[config.mk]
export PLATFORM = sky130hd
export DESIGN_NAME = spi_xfer_sequencer
export DESIGN_NICKNAME = d
export VERILOG_FILES = /design/src/rtl/spi_xfer_sequencer.sv
export SDC_FILE = /design/constraint.sdc
export NUM_CORES = 1
export LEC_CHECK = 0
export ABC_AREA = 1
export CAP_MARGIN = 30
export CORE_UTILIZATION = 35
export CTS_CLUSTER_SIZE = 25
export DETAILED_ROUTE_END_ITERATION = 7
export DONT_BUFFER_PORTS = 1
export PLACE_DENSITY_LB_ADDON = 0.25
export SETUP_SLACK_MARGIN = 0.3
export SKIP_CTS_REPAIR_TIMING = 1
export SLEW_MARGIN = 20
export SYNTH_ARGS = -nofsm -noshare
export SYNTH_HDL_FRONTEND = slang
export SYNTH_SLANG_ARGS = --single-unit
[constraint.sdc]
create_clock -name PCLK -period 2.7 [get_ports PCLK]
set_input_delay 0.54 -clock PCLK [delete_from_list [all_inputs] [get_ports PCLK]]
set_output_delay 0.54 -clock PCLK [all_outputs]
set_load 0.01 [all_outputs]
[src/rtl/spi_xfer_sequencer.sv]
// APB master that runs multi-byte SPI transfers through the APB SPI peripheral
// on behalf of two round-robin arbitrated requesters.
module spi_xfer_sequencer #(
  parameter int unsigned LEN_W    = 8,
  parameter int unsigned POLL_MAX = 1023
) (
  input  logic               PCLK,
  input  logic               PRESETn,
  input  logic [1:0]         req_i,
  input  logic [5:0]         dev_i,
  input  logic [2*LEN_W-1:0] len_i,
  input  logic [7:0]         tx_data_i,
  input  logic               tx_valid_i,
  output logic               tx_ready_o,
  output logic [7:0]         rx_data_o,
  output logic               rx_valid_o,
  input  logic               rx_ready_i,
  output logic [1:0]         gnt_o,
  output logic [1:0]         done_o,
  output logic               err_o,
  output logic [7:0]         PADDR,
  output logic               PWRITE,
  output logic               PSEL,
  output logic               PENABLE,
  output logic [7:0]         PWDATA,
  input  logic [7:0]         PRDATA,
  input  logic               PREADY
);

  localparam int unsigned PCNT_W = $clog2(POLL_MAX + 1);

  localparam logic [7:0] ADDR_SPSR = 8'h08;
  localparam logic [7:0] ADDR_SPDR = 8'h10;
  localparam logic [7:0] ADDR_SSEL = 8'h20;

  typedef enum logic [3:0] {
    S_IDLE, S_ARB, S_SEL, S_GETTX, S_WRDAT, S_POLL, S_RDDAT, S_PUSH, S_DESEL, S_DONE
  } state_t;

  state_t            r_state, w_state_nxt;
  logic              r_ptr, w_ptr_nxt;
  logic              r_gidx, w_gidx_nxt;
  logic [2:0]        r_dev, w_dev_nxt;
  logic [LEN_W-1:0]  r_cnt, w_cnt_nxt;
  logic [PCNT_W-1:0] r_poll, w_poll_nxt;
  logic              r_err, w_err_nxt;
  logic [7:0]        r_tx_byte, w_tx_byte_nxt;

  logic              r_tx_ready, w_tx_ready_nxt;
  logic              r_rx_valid, w_rx_valid_nxt;
  logic [7:0]        r_rx_data, w_rx_data_nxt;
  logic [1:0]        r_gnt, w_gnt_nxt;
  logic [1:0]        r_done, w_done_nxt;
  logic              r_err_o, w_err_o_nxt;
  logic              r_psel, w_psel_nxt;
  logic              r_penable, w_penable_nxt;
  logic              r_pwrite, w_pwrite_nxt;
  logic [7:0]        r_paddr, w_paddr_nxt;
  logic [7:0]        r_pwdata, w_pwdata_nxt;

  logic              w_apb_state;
  logic              w_apb_done;
  logic              w_sel;
  logic [7:0]        w_acc_addr;
  logic              w_acc_write;
  logic [7:0]        w_acc_wdata;
  logic [PCNT_W-1:0] w_poll_inc;

  assign w_apb_done = r_psel & r_penable & PREADY;
  assign w_sel      = req_i[r_ptr] ? r_ptr : ~r_ptr;
  assign w_poll_inc = (r_poll == PCNT_W'(POLL_MAX)) ? r_poll : r_poll + PCNT_W'(1);

  // APB access issued by each bus-owning state
  always_comb begin
    w_apb_state = 1'b1;
    w_acc_addr  = ADDR_SSEL;
    w_acc_write = 1'b1;
    w_acc_wdata = 8'h00;
    case (r_state)
      S_SEL:   w_acc_wdata = 8'({1'b1, r_dev});
      S_WRDAT: begin
        w_acc_addr  = ADDR_SPDR;
        w_acc_wdata = r_tx_byte;
      end
      S_POLL:  begin
        w_acc_addr  = ADDR_SPSR;
        w_acc_write = 1'b0;
      end
      S_RDDAT: begin
        w_acc_addr  = ADDR_SPDR;
        w_acc_write = 1'b0;
      end
      S_DESEL: w_acc_wdata = 8'h00;
      default: w_apb_state = 1'b0;
    endcase
  end

  // next-state and registered-output logic
  always_comb begin
    w_state_nxt    = r_state;
    w_ptr_nxt      = r_ptr;
    w_gidx_nxt     = r_gidx;
    w_dev_nxt      = r_dev;
    w_cnt_nxt      = r_cnt;
    w_poll_nxt     = r_poll;
    w_err_nxt      = r_err;
    w_tx_byte_nxt  = r_tx_byte;
    w_tx_ready_nxt = r_tx_ready;
    w_rx_valid_nxt = r_rx_valid;
    w_rx_data_nxt  = r_rx_data;
    w_gnt_nxt      = r_gnt;
    w_done_nxt     = 2'b00;
    w_err_o_nxt    = 1'b0;
    w_psel_nxt     = r_psel;
    w_penable_nxt  = r_penable;
    w_pwrite_nxt   = r_pwrite;
    w_paddr_nxt    = r_paddr;
    w_pwdata_nxt   = r_pwdata;

    // idle cycle -> SETUP -> ACCESS until PREADY; bus drops after every access
    if (w_apb_state) begin
      if (!r_psel) begin
        w_psel_nxt    = 1'b1;
        w_penable_nxt = 1'b0;
        w_paddr_nxt   = w_acc_addr;
        w_pwrite_nxt  = w_acc_write;
        w_pwdata_nxt  = w_acc_wdata;
      end else if (!r_penable) begin
        w_penable_nxt = 1'b1;
      end else if (PREADY) begin
        w_psel_nxt    = 1'b0;
        w_penable_nxt = 1'b0;
      end
    end

    case (r_state)
      S_IDLE: if (|req_i) w_state_nxt = S_ARB;
      S_ARB: begin
        if (|req_i) begin
          w_gidx_nxt  = w_sel;
          w_gnt_nxt   = w_sel ? 2'b10 : 2'b01;
          w_dev_nxt   = w_sel ? dev_i[5:3] : dev_i[2:0];
          w_cnt_nxt   = w_sel ? len_i[2*LEN_W-1:LEN_W] : len_i[LEN_W-1:0];
          w_ptr_nxt   = ~w_sel;
          w_err_nxt   = 1'b0;
          w_state_nxt = S_SEL;
        end else begin
          w_state_nxt = S_IDLE;
        end
      end
      S_SEL: begin
        if (w_apb_done) begin
          if (r_cnt == '0) begin
            w_state_nxt = S_DESEL;
          end else begin
            w_tx_ready_nxt = 1'b1;
            w_state_nxt    = S_GETTX;
          end
        end
      end
      S_GETTX: begin
        if (tx_valid_i) begin
          w_tx_byte_nxt  = tx_data_i;
          w_tx_ready_nxt = 1'b0;
          w_state_nxt    = S_WRDAT;
        end
      end
      S_WRDAT: begin
        if (w_apb_done) begin
          w_poll_nxt  = '0;
          w_state_nxt = S_POLL;
        end
      end
      S_POLL: begin
        if (w_apb_done) begin
          if (!PRDATA[0]) begin
            w_state_nxt = S_RDDAT;
          end else begin
            w_poll_nxt = w_poll_inc;
            if (w_poll_inc == PCNT_W'(POLL_MAX)) begin
              w_err_nxt   = 1'b1;
              w_state_nxt = S_DESEL;
            end
          end
        end
      end
      S_RDDAT: begin
        if (w_apb_done) begin
          w_rx_data_nxt  = PRDATA;
          w_rx_valid_nxt = 1'b1;
          w_state_nxt    = S_PUSH;
        end
      end
      S_PUSH: begin
        if (rx_ready_i) begin
          w_rx_valid_nxt = 1'b0;
          w_cnt_nxt      = r_cnt - LEN_W'(1);
          if (r_cnt == LEN_W'(1)) begin
            w_state_nxt = S_DESEL;
          end else begin
            w_tx_ready_nxt = 1'b1;
            w_state_nxt    = S_GETTX;
          end
        end
      end
      S_DESEL: begin
        if (w_apb_done) begin
          w_done_nxt  = r_gidx ? 2'b10 : 2'b01;
          w_err_o_nxt = r_err;
          w_gnt_nxt   = 2'b00;
          w_state_nxt = S_DONE;
        end
      end
      S_DONE: begin
        w_err_nxt   = 1'b0;
        w_state_nxt = S_IDLE;
      end
      default: w_state_nxt = S_IDLE;
    endcase
  end

  always_ff @(posedge PCLK or negedge PRESETn) begin
    if (!PRESETn) begin
      r_state    <= S_IDLE;
      r_ptr      <= 1'b0;
      r_gidx     <= 1'b0;
      r_dev      <= '0;
      r_cnt      <= '0;
      r_poll     <= '0;
      r_err      <= 1'b0;
      r_tx_byte  <= '0;
      r_tx_ready <= 1'b0;
      r_rx_valid <= 1'b0;
      r_rx_data  <= '0;
      r_gnt      <= '0;
      r_done     <= '0;
      r_err_o    <= 1'b0;
      r_psel     <= 1'b0;
      r_penable  <= 1'b0;
      r_pwrite   <= 1'b0;
      r_paddr    <= '0;
      r_pwdata   <= '0;
    end else begin
      r_state    <= w_state_nxt;
      r_ptr      <= w_ptr_nxt;
      r_gidx     <= w_gidx_nxt;
      r_dev      <= w_dev_nxt;
      r_cnt      <= w_cnt_nxt;
      r_poll     <= w_poll_nxt;
      r_err      <= w_err_nxt;
      r_tx_byte  <= w_tx_byte_nxt;
      r_tx_ready <= w_tx_ready_nxt;
      r_rx_valid <= w_rx_valid_nxt;
      r_rx_data  <= w_rx_data_nxt;
      r_gnt      <= w_gnt_nxt;
      r_done     <= w_done_nxt;
      r_err_o    <= w_err_o_nxt;
      r_psel     <= w_psel_nxt;
      r_penable  <= w_penable_nxt;
      r_pwrite   <= w_pwrite_nxt;
      r_paddr    <= w_paddr_nxt;
      r_pwdata   <= w_pwdata_nxt;
    end
  end

  assign tx_ready_o = r_tx_ready;
  assign rx_valid_o = r_rx_valid;
  assign rx_data_o  = r_rx_data;
  assign gnt_o      = r_gnt;
  assign done_o     = r_done;
  assign err_o      = r_err_o;
  assign PSEL       = r_psel;
  assign PENABLE    = r_penable;
  assign PWRITE     = r_pwrite;
  assign PADDR      = r_paddr;
  assign PWDATA     = r_pwdata;

endmodule
### Word-level counts from Yosys, hierarchy flattened

Index checks and enable logic that the tools add are counted.

| storage, ports and cells | value |
|---|---|
| register bits after elaboration | 70 |
| input bits | 45 |
| output and inout bits | 34 |
| word-level logic and storage cells | 134 |

| operators by class | value |
|---|---|
| add/sub/neg operators | 2 |
| $lt $le $gt $ge | 1 |
| equal/unequal tests | 26 |
| mux-type cells | 58 |
| bitwise operators | 5 |
| reductions and logical operators | 23 |

Operator list:

| kind | number |
|---|---|
| 4-bit 2-to-1 mux | 12 |
| 10-bit 2-to-1 mux | 4 |
| 4-bit case mux with 9 select lines | 1 |
| 8-bit case mux with 2 select lines | 2 |
| 2-bit != test, second input constant | 13 |
| 8-bit 2-to-1 mux | 3 |
| 1-bit 2-to-1 mux | 22 |
| 10-bit == test, second input constant | 2 |
| 10-bit case mux with 2 select lines | 1 |
| 4-bit by 3-bit == test with 1-bit output, second input constant | 4 |
| 2-bit 2-to-1 mux | 7 |
| 6-bit case mux with 2 select lines | 1 |
| 10-bit by 1-bit adder with 10-bit output, second input constant | 1 |
| 3-bit AND reduction | 3 |
| 9-bit AND reduction | 1 |
| 4-bit by 2-bit == test with 1-bit output, second input constant | 2 |
| 4-bit == test, second input constant | 2 |
| 8-bit by 1-bit == test with 1-bit output, second input constant | 1 |
| 8-bit logical NOT | 1 |
| 2-bit AND reduction | 4 |
| 2-bit nonzero test | 4 |
| 8-bit by 1-bit subtractor with 8-bit output, second input constant | 1 |
| 1-bit case mux with 3 select lines | 2 |
| 6-bit AND reduction | 1 |
| 14 further kinds | 20 |

### Logic depth before layout (Yosys ltp)

Gate-level depths: netlist (run 1).

| logic depth | value |
|---|---|
| depth in word-level cells | 7 |
| depth in mapped cells | 14 |
| gate-level depth less buffers | 14 |

### Least setup slack after synthesis (run 1)

Ideal clock, no wire load.

| timing | value |
|---|---|
| path kind | register -> register |
| from | register r_poll[0] |
| to | register r_state[0] |
| setup time | 0.117 ns |
| data arrival time | 1.606 ns |
| path slack | 0.977 ns |
| cell stages (with the launch flop) | 13 |
| buffers on the path | 0 |
| clock period less this slack | 1.723 ns |
| cell sequence | dfrtp_1 -> ha_1 -> nand2_1 -> nor2_2 -> nand3_2 -> nand3_1 -> nand2_1 -> nor2_1 -> nand2_1 -> nand2_2 -> nand2_2 -> nand2_1 -> nand2_1 |

| between the ends | value |
|---|---|
| longest elaborated chain between the ends | 5 |

RTL lines:

| item | RTL line | source |
|---|---|---|
| from (decl) | 45 | `logic [PCNT_W-1:0] r_poll, w_poll_nxt;` |
| from (signal assigned) | 249 | `r_poll <= w_poll_nxt;` |
| 10-bit by 1-bit adder with 10-bit output / 10-bit == test (equally long branches) | 71 | `assign w_poll_inc = (r_poll == PCNT_W'(POLL_MAX)) ? r_poll : r_poll + PCNT_W'(1);` |
| 10-bit 2-to-1 mux * | 71 |  |
| 10-bit == test * | 180 | `if (w_poll_inc == PCNT_W'(POLL_MAX)) begin` |
| 3-bit != test (no line) * | - |  |
| 9-bit AND reduction (no line) * | - |  |
| to (signal assigned) | 244 | `r_state <= w_state_nxt;` |
| to (decl) | 40 | `state_t r_state, w_state_nxt;` |

Every way passes the cells marked *; elsewhere a longest branch is shown, timed or not.
A chain may end at the register's enable or synchronous reset.

### Worst setup path in the final report (run 1)

| timing | value |
|---|---|
| from | register r_state[3] |
| to | register r_pwrite, in the netlist PWRITE |

| between the ends | value |
|---|---|
| longest elaborated chain between the ends | 4 |

RTL lines:

| item | RTL line | source |
|---|---|---|
| 4-bit == test (tied with other cells) | 79 | `case (r_state)` |
| 5-bit OR reduction (no line) | - |  |
| 1-bit 2-to-1 mux | 79 |  |
| 2-bit AND reduction (no line) | - |  |
| to (signal assigned) | 260 | `r_pwrite <= w_pwrite_nxt;` |
| to (decl) | 57 | `logic r_pwrite, w_pwrite_nxt;` |

Several ways; a longest one is shown, not always the timed one.

==> out/qor.csv, run 1 <==
metric,value,unit
die_area,10500,um2
endpoint_kind,flop,
startpoint_type,flop,
htree_levels,3,
top_layer,met4,
netlist_area,3520,um2
crit_fanout,20,
reg2reg_from,r_state[3],
grt_max_degree,66,
wl_met3,430,um
met1_length,4020,um
reg2reg_setup_slack,0.53,ns
cts_sinks,65,
final_nets,495,
wl,8270,um
fin_crit_sh,80.3,%
cts_buffer_depth,2,
worstPathRequired,2.96,ns
io_pins,79,
drive_above_1_share,11.3,%
yosys.cell_types.count,37,
antenna_found_initial,0,
port-buffer-count,0,
first_pass_iters,4,
grt_setup_unrepaired,no,
ys_seq_area_share,46.2,%
hold_viol,0,
ys_top_cells_by_count,"nand2_1, dfrtp_1, inv_1, nand3_1, o21ai_0",
ff2ff_path_depth,9,
insertion_delay,0.35,ns
cp_common_cell,nand2_2,
die_h,102,um
synth_edf_count,0,
async_flop_share,100,%
netlist_instances,444,
cts_tree,built,
yosysMostFrequentCell,nand2_1,
yosysTopAreaCellShare,46.2,%
yosysWarnings,0,
p_leak,1.86,nW
tightest_slew,0.586,ns
path_cells,"nor2_1, nand2_2, nor2_2, nor3_1, nand3_2, nand2_2, inv_1, nand2_1, o21ai_0",
antenna_cells,0,
setup_ws,0.532,ns
finalMaxSlewViolations,0,
slowest_delay,0.46,ns
grt_overflow,0,
holdCritPathClass,in -> async,
vias_per_cell,4.95,
wl_per_cell,14.1,um
synth_top_cells_by_area,"dfrtp_1, nand2_1, nand3_1, inv_1, o21ai_0",
slew_headroom,61.0,%
ys.flop_type,dfrtp_1,
clk_pin_slew,0.08,ns
first_global_vias,2804,
gp_congestion,0.833,
wl_met2,3670,um
critPathKind,reg -> reg,
cts-root-buf,clkbuf_8,
critPathSlowestCell,dfrtp_1,
die_x,102,um
avgSynthCellArea,7.93,um2
grt_use_total,17.0,%
fin_area,3850,um2
start_util,36.0,%
hpwlAfterDp,6040,um
std_cell_rows,36,
fin_crit,2.17,ns
postRouteAntennaNets,0,
r2r_end,PWRITE,
num_vias,2896,
dpl_cell_area,3600,um2
drtIter0Drc,183,
powerDensity,1140,nW/um2
numCtsBuffers,9,
cap_violations,0,
ys_seq_elements,65,
fmax,461,MHz
syn2layout_area_growth,9.35,%
core_area,9770,um2
setup_viol,0,
cp.arrival,2.43,ns
fin_setup_tns,0,ns
skew,0.0113,ns
status,"complete, no violations",
yosys.area.top_type,dfrtp_1,
place_ws,0.563,ns
final_core_util,39.4,%
drcViolationCount,0,
peakVddDrop,427,uV
grt_first_pass_wirelength,13500,um
==> state kept, by name, summed over array words and instances (netlist names), 3 cells and up <==
| signal | flops |
|---|---|
| r_state | 4 |
| PWDATA | 8 |
| r_dev | 3 |
| r_tx_byte | 8 |
| r_cnt | 8 |
| PADDR | 3 |
| r_poll | 10 |
| rx_data_o | 8 |
==> power breakdown <==
group          switching [mW]  internal (mW)  total, mW
sequential              0.391           1.39       1.78
combinational            1.11          0.571       1.68
clock                   0.409          0.523      0.932
total                    1.91           2.49       4.39
==> cell type report <==
type	instances	area [um2]
Tap cell	133	166
Clock inverter	6	91.3
Multi-Input combinational cell	312	1590
Inverter	57	214
Clock buffer	10	128
Fill cell	1025	5930
Sequential cell	65	1630
Timing Repair Buffer	2	35.0
==> how the worst max path moves through the flow <==
stage	startpoint	cells past startpoint	end
floorplan	r_poll[0]	12	r_state[0]
global placement	r_state[3]	9	PWRITE
detailed placement	r_state[3]	9	PWRITE
CTS	r_state[3]	9	PWRITE
global route	r_state[1]	7	r_cnt[4]
finish	r_state[3]	9	PWRITE
==> stage by stage <==
stage	std cells	power [mW]	hold WS, ns
2_1_floorplan	448	3.10	0.244
3_3_place_gp	568	3.43	0.247
3_5_place_dp	568	3.45	0.247
4_1_cts	584	4.41	-0.135
5_1_grt	585	4.78	0.0799
6_report	585	4.39	0.0611
==> logic make-up after synthesis <==
family / share of synthesized area (%)
DFF: 46.2
buffers and inverters: 9.10
AOI/OAI and AO/OA: 13.8
muxes: 2.56
other: 0.107
and+or+nand+nor: 26.7
xor gates and xnor gates: 0.498
adders and majority gates: 1.07
==> placed cells by master, fill, tap and decap left out, drive strengths merged, types with 3 or more instances in the layout <==
cell and count:
a21oi 15, o22ai 8, nand2 127, o21bai 4, nand4 6, inv 58, dfrtp 65, conb 5
nor2 37, mux2 8, ha 3, clkbuf 10, clkinvlp 3, o211ai 5, nand3 41, o21ai 43
==> metal layers <==
layer,vias to the layer above,GRT usage [%]
li1,1446,-
met1,1357,24.0
met2,80,25.2
met3,13,3.15
met4,0,7.58
met5,-,0
==> worst max-delay path: cells and delay by family, from the launching register on <==
family	cells	cell delay [ns]
and+or+nand+nor	7	1.25
DFF	1	0.46
AOI/OAI and AO/OA	1	0.14
buffers and inverters	1	0.22
No activity file was read; power rests on OpenSTA's default activity.
==> run 2, diff against run 1 <==
==> constraint.sdc (replaced) <==
create_clock -name PCLK -period 2 [get_ports PCLK]
set_input_delay 0.4 -clock PCLK [delete_from_list [all_inputs] [get_ports PCLK]]
set_output_delay 0.4 -clock PCLK [all_outputs]
set_load 0.01 [all_outputs]
==> out/qor.csv, run 2 (synthesis results as in run 1) <==
metric,value,unit
syn2layout_area_growth,19.1,%
status,finished with violations,
grt_first_pass_wirelength,13700,um
die_x,102,um
dp_cells,580,
worstPathRequired,2.22,ns
insertion_delay,0.34,ns
critPathKind,reg -> reg,
first_pass_iters,5,
regMostFlops,r_poll,
first_global_vias,2819,
core_area,9770,um2
cts_tree,built,
cts-root-buf,clkbuf_8,
fin_crit,1.86,ns
p_leak,2.01,nW
dpl_cell_area,3700,um2
die_h,102,um
wl,8870,um
grt_overflow,0,
io_pins,79,
reg2reg_setup_slack,0.14,ns
gp_congestion,0.886,
ff2ff_path_depth,12,
drive_above_1_share,22.0,%
port-buffer-count,0,
clk_pin_slew,0.08,ns
final_nets,524,
layout_common_cells,"nand2_1, dfrtp_1, inv_1",
num_vias,3050,
drtIter0Drc,183,
htree_levels,3,
cp.arrival,2.09,ns
fmax,537,MHz
finalMaxSlewViolations,0,
grt_setup_unrepaired,yes,
vias_per_cell,4.97,
grt_use_total,17.1,%
endpoint_kind,flop,
drcViolationCount,0,
cts_sinks,65,
finalPower,6.33,mW
layout_commonest_cell,nand2_1,
startpoint_type,flop,
r2r_end,r_state[2],
grt_max_degree,66,
hpwlAfterDp,6360,um
antenna_found_initial,0,
holdCritPathClass,in -> async,
largest_reg_flops,10,
instances_no_fill,614,
fin_area,4190,um2
std_cell_rows,36,
powerDensity,1510,nW/um2
cap_violations,0,
violations,hold timing,
crit_fanout,6,
reg2reg_from,r_poll[1],
wl_per_cell,14.4,um
postRouteAntennaNets,0,
peakVddDrop,522,uV
antenna_cells,0,
cts_buffer_depth,2,
die_area,10500,um2
hold_viol,65,
start_util,36.0,%
fin_crit_sh,93.2,%
skew,0.0115,ns
fin_setup_tns,0,ns
setup_viol,0,
hold_slack,-0.257,ns
numCtsBuffers,9,
## run 2: per-layer routing
metal | wire [um] | GRT usage (%) | up-vias
met5 | 0 | 0 | -
met2 | 4300 | 26.7 | 72
met1 | 4110 | 22.9 | 1466
met4 | 38 | 4.29 | 0
met3 | 419 | 5.34 | 4
li1 | - | - | 1508
## run 2: layout make-up
type | instances | area, um2
well taps | 133 | 166
multi-input cells | 313 | 1710
repair buffers | 28 | 218
clock inverters | 6 | 91.3
clock buffers | 10 | 138
fillers | 1043 | 5580
inverters | 57 | 226
flip-flops and latches | 65 | 1630
repair inverters | 2 | 12.5
## run 2: worst max path at each step
stage	from	to	slack, ns	cells past startpoint
floorplan	r_poll[0]	r_state[0]	0.31	12
global placement	r_poll[0]	r_state[0]	0.14	12
detailed placement	r_poll[1]	r_state[1]	0.03	12
CTS	r_poll[1]	r_state[2]	0.02	12
global route	r_poll[1]	r_state[2]	-0.003	12
finish	r_poll[1]	r_state[2]	0.14	12
## run 2: power breakdown
part	internal (mW)	switching (mW)	leakage [nW]	total [mW]
clock	0.741	0.548	0.116	1.29
combinational	1.01	1.60	1.08	2.61
sequential	1.89	0.547	0.820	2.43
total	3.64	2.69	2.01	6.33
## run 2: critical path: stages, from the launching register on
cell and delay (ns):
dfrtp_1 0.40, ha_2 0.21, nand2_2 0.07, nor2_4 0.23, nand3_4 0.17, o21ai_4 0.11
nand3_2 0.09, nor2_2 0.10, nand2_1 0.07, nand2_2 0.12, nand2_2 0.08, nand2_1 0.06
nand2_1 0.05
## run 2: through the flow
step	util (%)	worst slack (ns)
2_1_floorplan	-	0.308
3_3_place_gp	37.9	0.140
3_5_place_dp	37.9	0.0294
4_1_cts	40.2	0.0159
5_1_grt	42.9	-0.00314
6_report	42.9	0.137
==> run 3, diff against run 2 <==
==> constraint.sdc (replaced) <==
create_clock -name PCLK -period 1.8 [get_ports PCLK]
set_input_delay 0.36 -clock PCLK [delete_from_list [all_inputs] [get_ports PCLK]]
set_output_delay 0.36 -clock PCLK [all_outputs]
set_load 0.01 [all_outputs]
==> out/qor.csv, run 3 (synthesis results as in run 1) <==
metric,value,unit
p_leak,2.08,nW
fin_setup_tns,-0.0822,ns
startpoint_type,flop,
wl_per_cell,14.4,um
fin_crit,1.83,ns
grtUsageMet1,21.9,%
worstPathRequired,2.02,ns
cp-startpoint,r_poll[0],
grt_max_degree,66,
cts_sinks,65,
htree_levels,3,
die_area,10500,um2
regMostFlops,r_poll,
final_nets,527,
hpwlAfterDp,6390,um
ff2ff_path_depth,12,
layout_common_cells,"nand2_1, dfrtp_1, inv_1",
clk_pin_slew,0.07,ns
grt_use_total,16.9,%
largest_reg_flops,10,
syn2layout_area_growth,22.1,%
core_area,9770,um2
holdCritPathClass,in -> async,
peakVddDrop,634,uV
antenna_found_initial,0,
layout_commonest_cell,nand2_1,
drive_above_1_share,23.4,%
cts_buffer_depth,2,
skew,0.00929,ns
num_vias,3024,
hold_viol,65,
status,finished with violations,
postRouteAntennaNets,0,
grt.busiest_layer,met2,
finalMaxSlewViolations,0,
critPathKind,reg -> reg,
grt.met2_usage,27.7,%
vias_per_cell,4.91,
endpoint_kind,flop,
gp_congestion,0.842,
cp.arrival,2.05,ns
fmax,546,MHz
crit_fanout,7,
slowest_delay,0.41,ns
grt_first_pass_wirelength,13500,um
insertion_delay,0.34,ns
die_h,102,um
cts-root-buf,clkbuf_8,
instances_no_fill,616,
wl,8870,um
cap_violations,0,
place_ws,-0.0888,ns
use_met3,5.34,%
final_core_util,44.0,%
start_util,36.0,%
path_cells,"ha_4, nand2_4, nor2_4, nand3_4, nand2_2, nand3_2, nor2_2, nand2_1, nand2_2, nand2_2, nand2_1, nand2_1",
drcViolationCount,0,
r2r_end,r_state[1],
port-buffer-count,0,
cts_tree,built,
dp_cells,586,
setup_viol,3,
cp-endpoint,r_state[1],
antenna_cells,0,
grt_setup_unrepaired,yes,
io_pins,79,
reg2reg_from,r_poll[0],
die_x,102,um
hold_slack,-0.292,ns
grt_overflow,0,
first_global_vias,2811,
drtIter0Drc,121,
powerDensity,1690,nW/um2
numCtsBuffers,9,
fin_crit_sh,102,%
violations,"hold timing, setup timing",
std_cell_rows,36,
setup_ws,-0.0310,ns
critPathSlowestCell,dfrtp_2,
reg2reg_setup_slack,-0.03,ns
first_pass_iters,4,
run 3: cell types whose count changed in the layout (fill, tap and decap cells not counted), sizes merged:
cell,previous run,this run
clkinv,4,5
inv,55,54
clkinvlp,4,2
buf,28,32
clkbuf,10,9
bufinv,2,3
run 3: final cells by class:
type | instances | area, um2
clock buffer | 9 | 124
clock inverter | 6 | 108
fill | 1002 | 5480
inverter | 57 | 233
multi-input combinational | 313 | 1750
sequential | 65 | 1630
tap | 133 | 166
timing repair buffer | 32 | 275
timing repair inverter | 1 | 5.00
run 3: layer usage:
metal	share of wire (%)	routed length (um)
met3	7.1	626
met5	0	0
met4	0.83	74
met1	43	3840
met2	49	4340
run 3: worst min path at each step:
stage / to / start / slack, ns / cells after the start
global placement: r_poll[6] / PRESETn / 0.07 / 0
finish: r_poll[8] / PRESETn / -0.29 / 0
detailed placement: r_poll[8] / PRESETn / 0.07 / 0
CTS: r_poll[6] / PRESETn / -0.31 / 0
global route: r_poll[8] / PRESETn / -0.32 / 0
floorplan: PADDR[3] / PRESETn / 0.06 / 0
run 3: stage by stage:
stage	instance area, um2	power (mW)	hold slack [ns]
final	4300	7.26	-0.292
after global routing	4300	7.84	-0.318
after CTS	4020	6.94	-0.312
after detailed placement	3790	5.43	0.0665
after global placement	3790	5.41	0.0665
after floorplan	3570	4.69	0.0644
run 3: critical path, delay by kind of cell (launching register included):
family | cells | cell delay (ns)
AND/OR/NAND/NOR | 11 | 1.12
flip-flops | 1 | 0.41
adder cells (fa/ha/maj) | 1 | 0.17
run 3: report_power, final:
part | internal [mW] | switching [mW] | total (mW)
Combinational | 1.24 | 1.85 | 3.09
Clock | 0.907 | 0.571 | 1.48
Sequential | 2.10 | 0.592 | 2.69
Total | 4.24 | 3.01 | 7.26
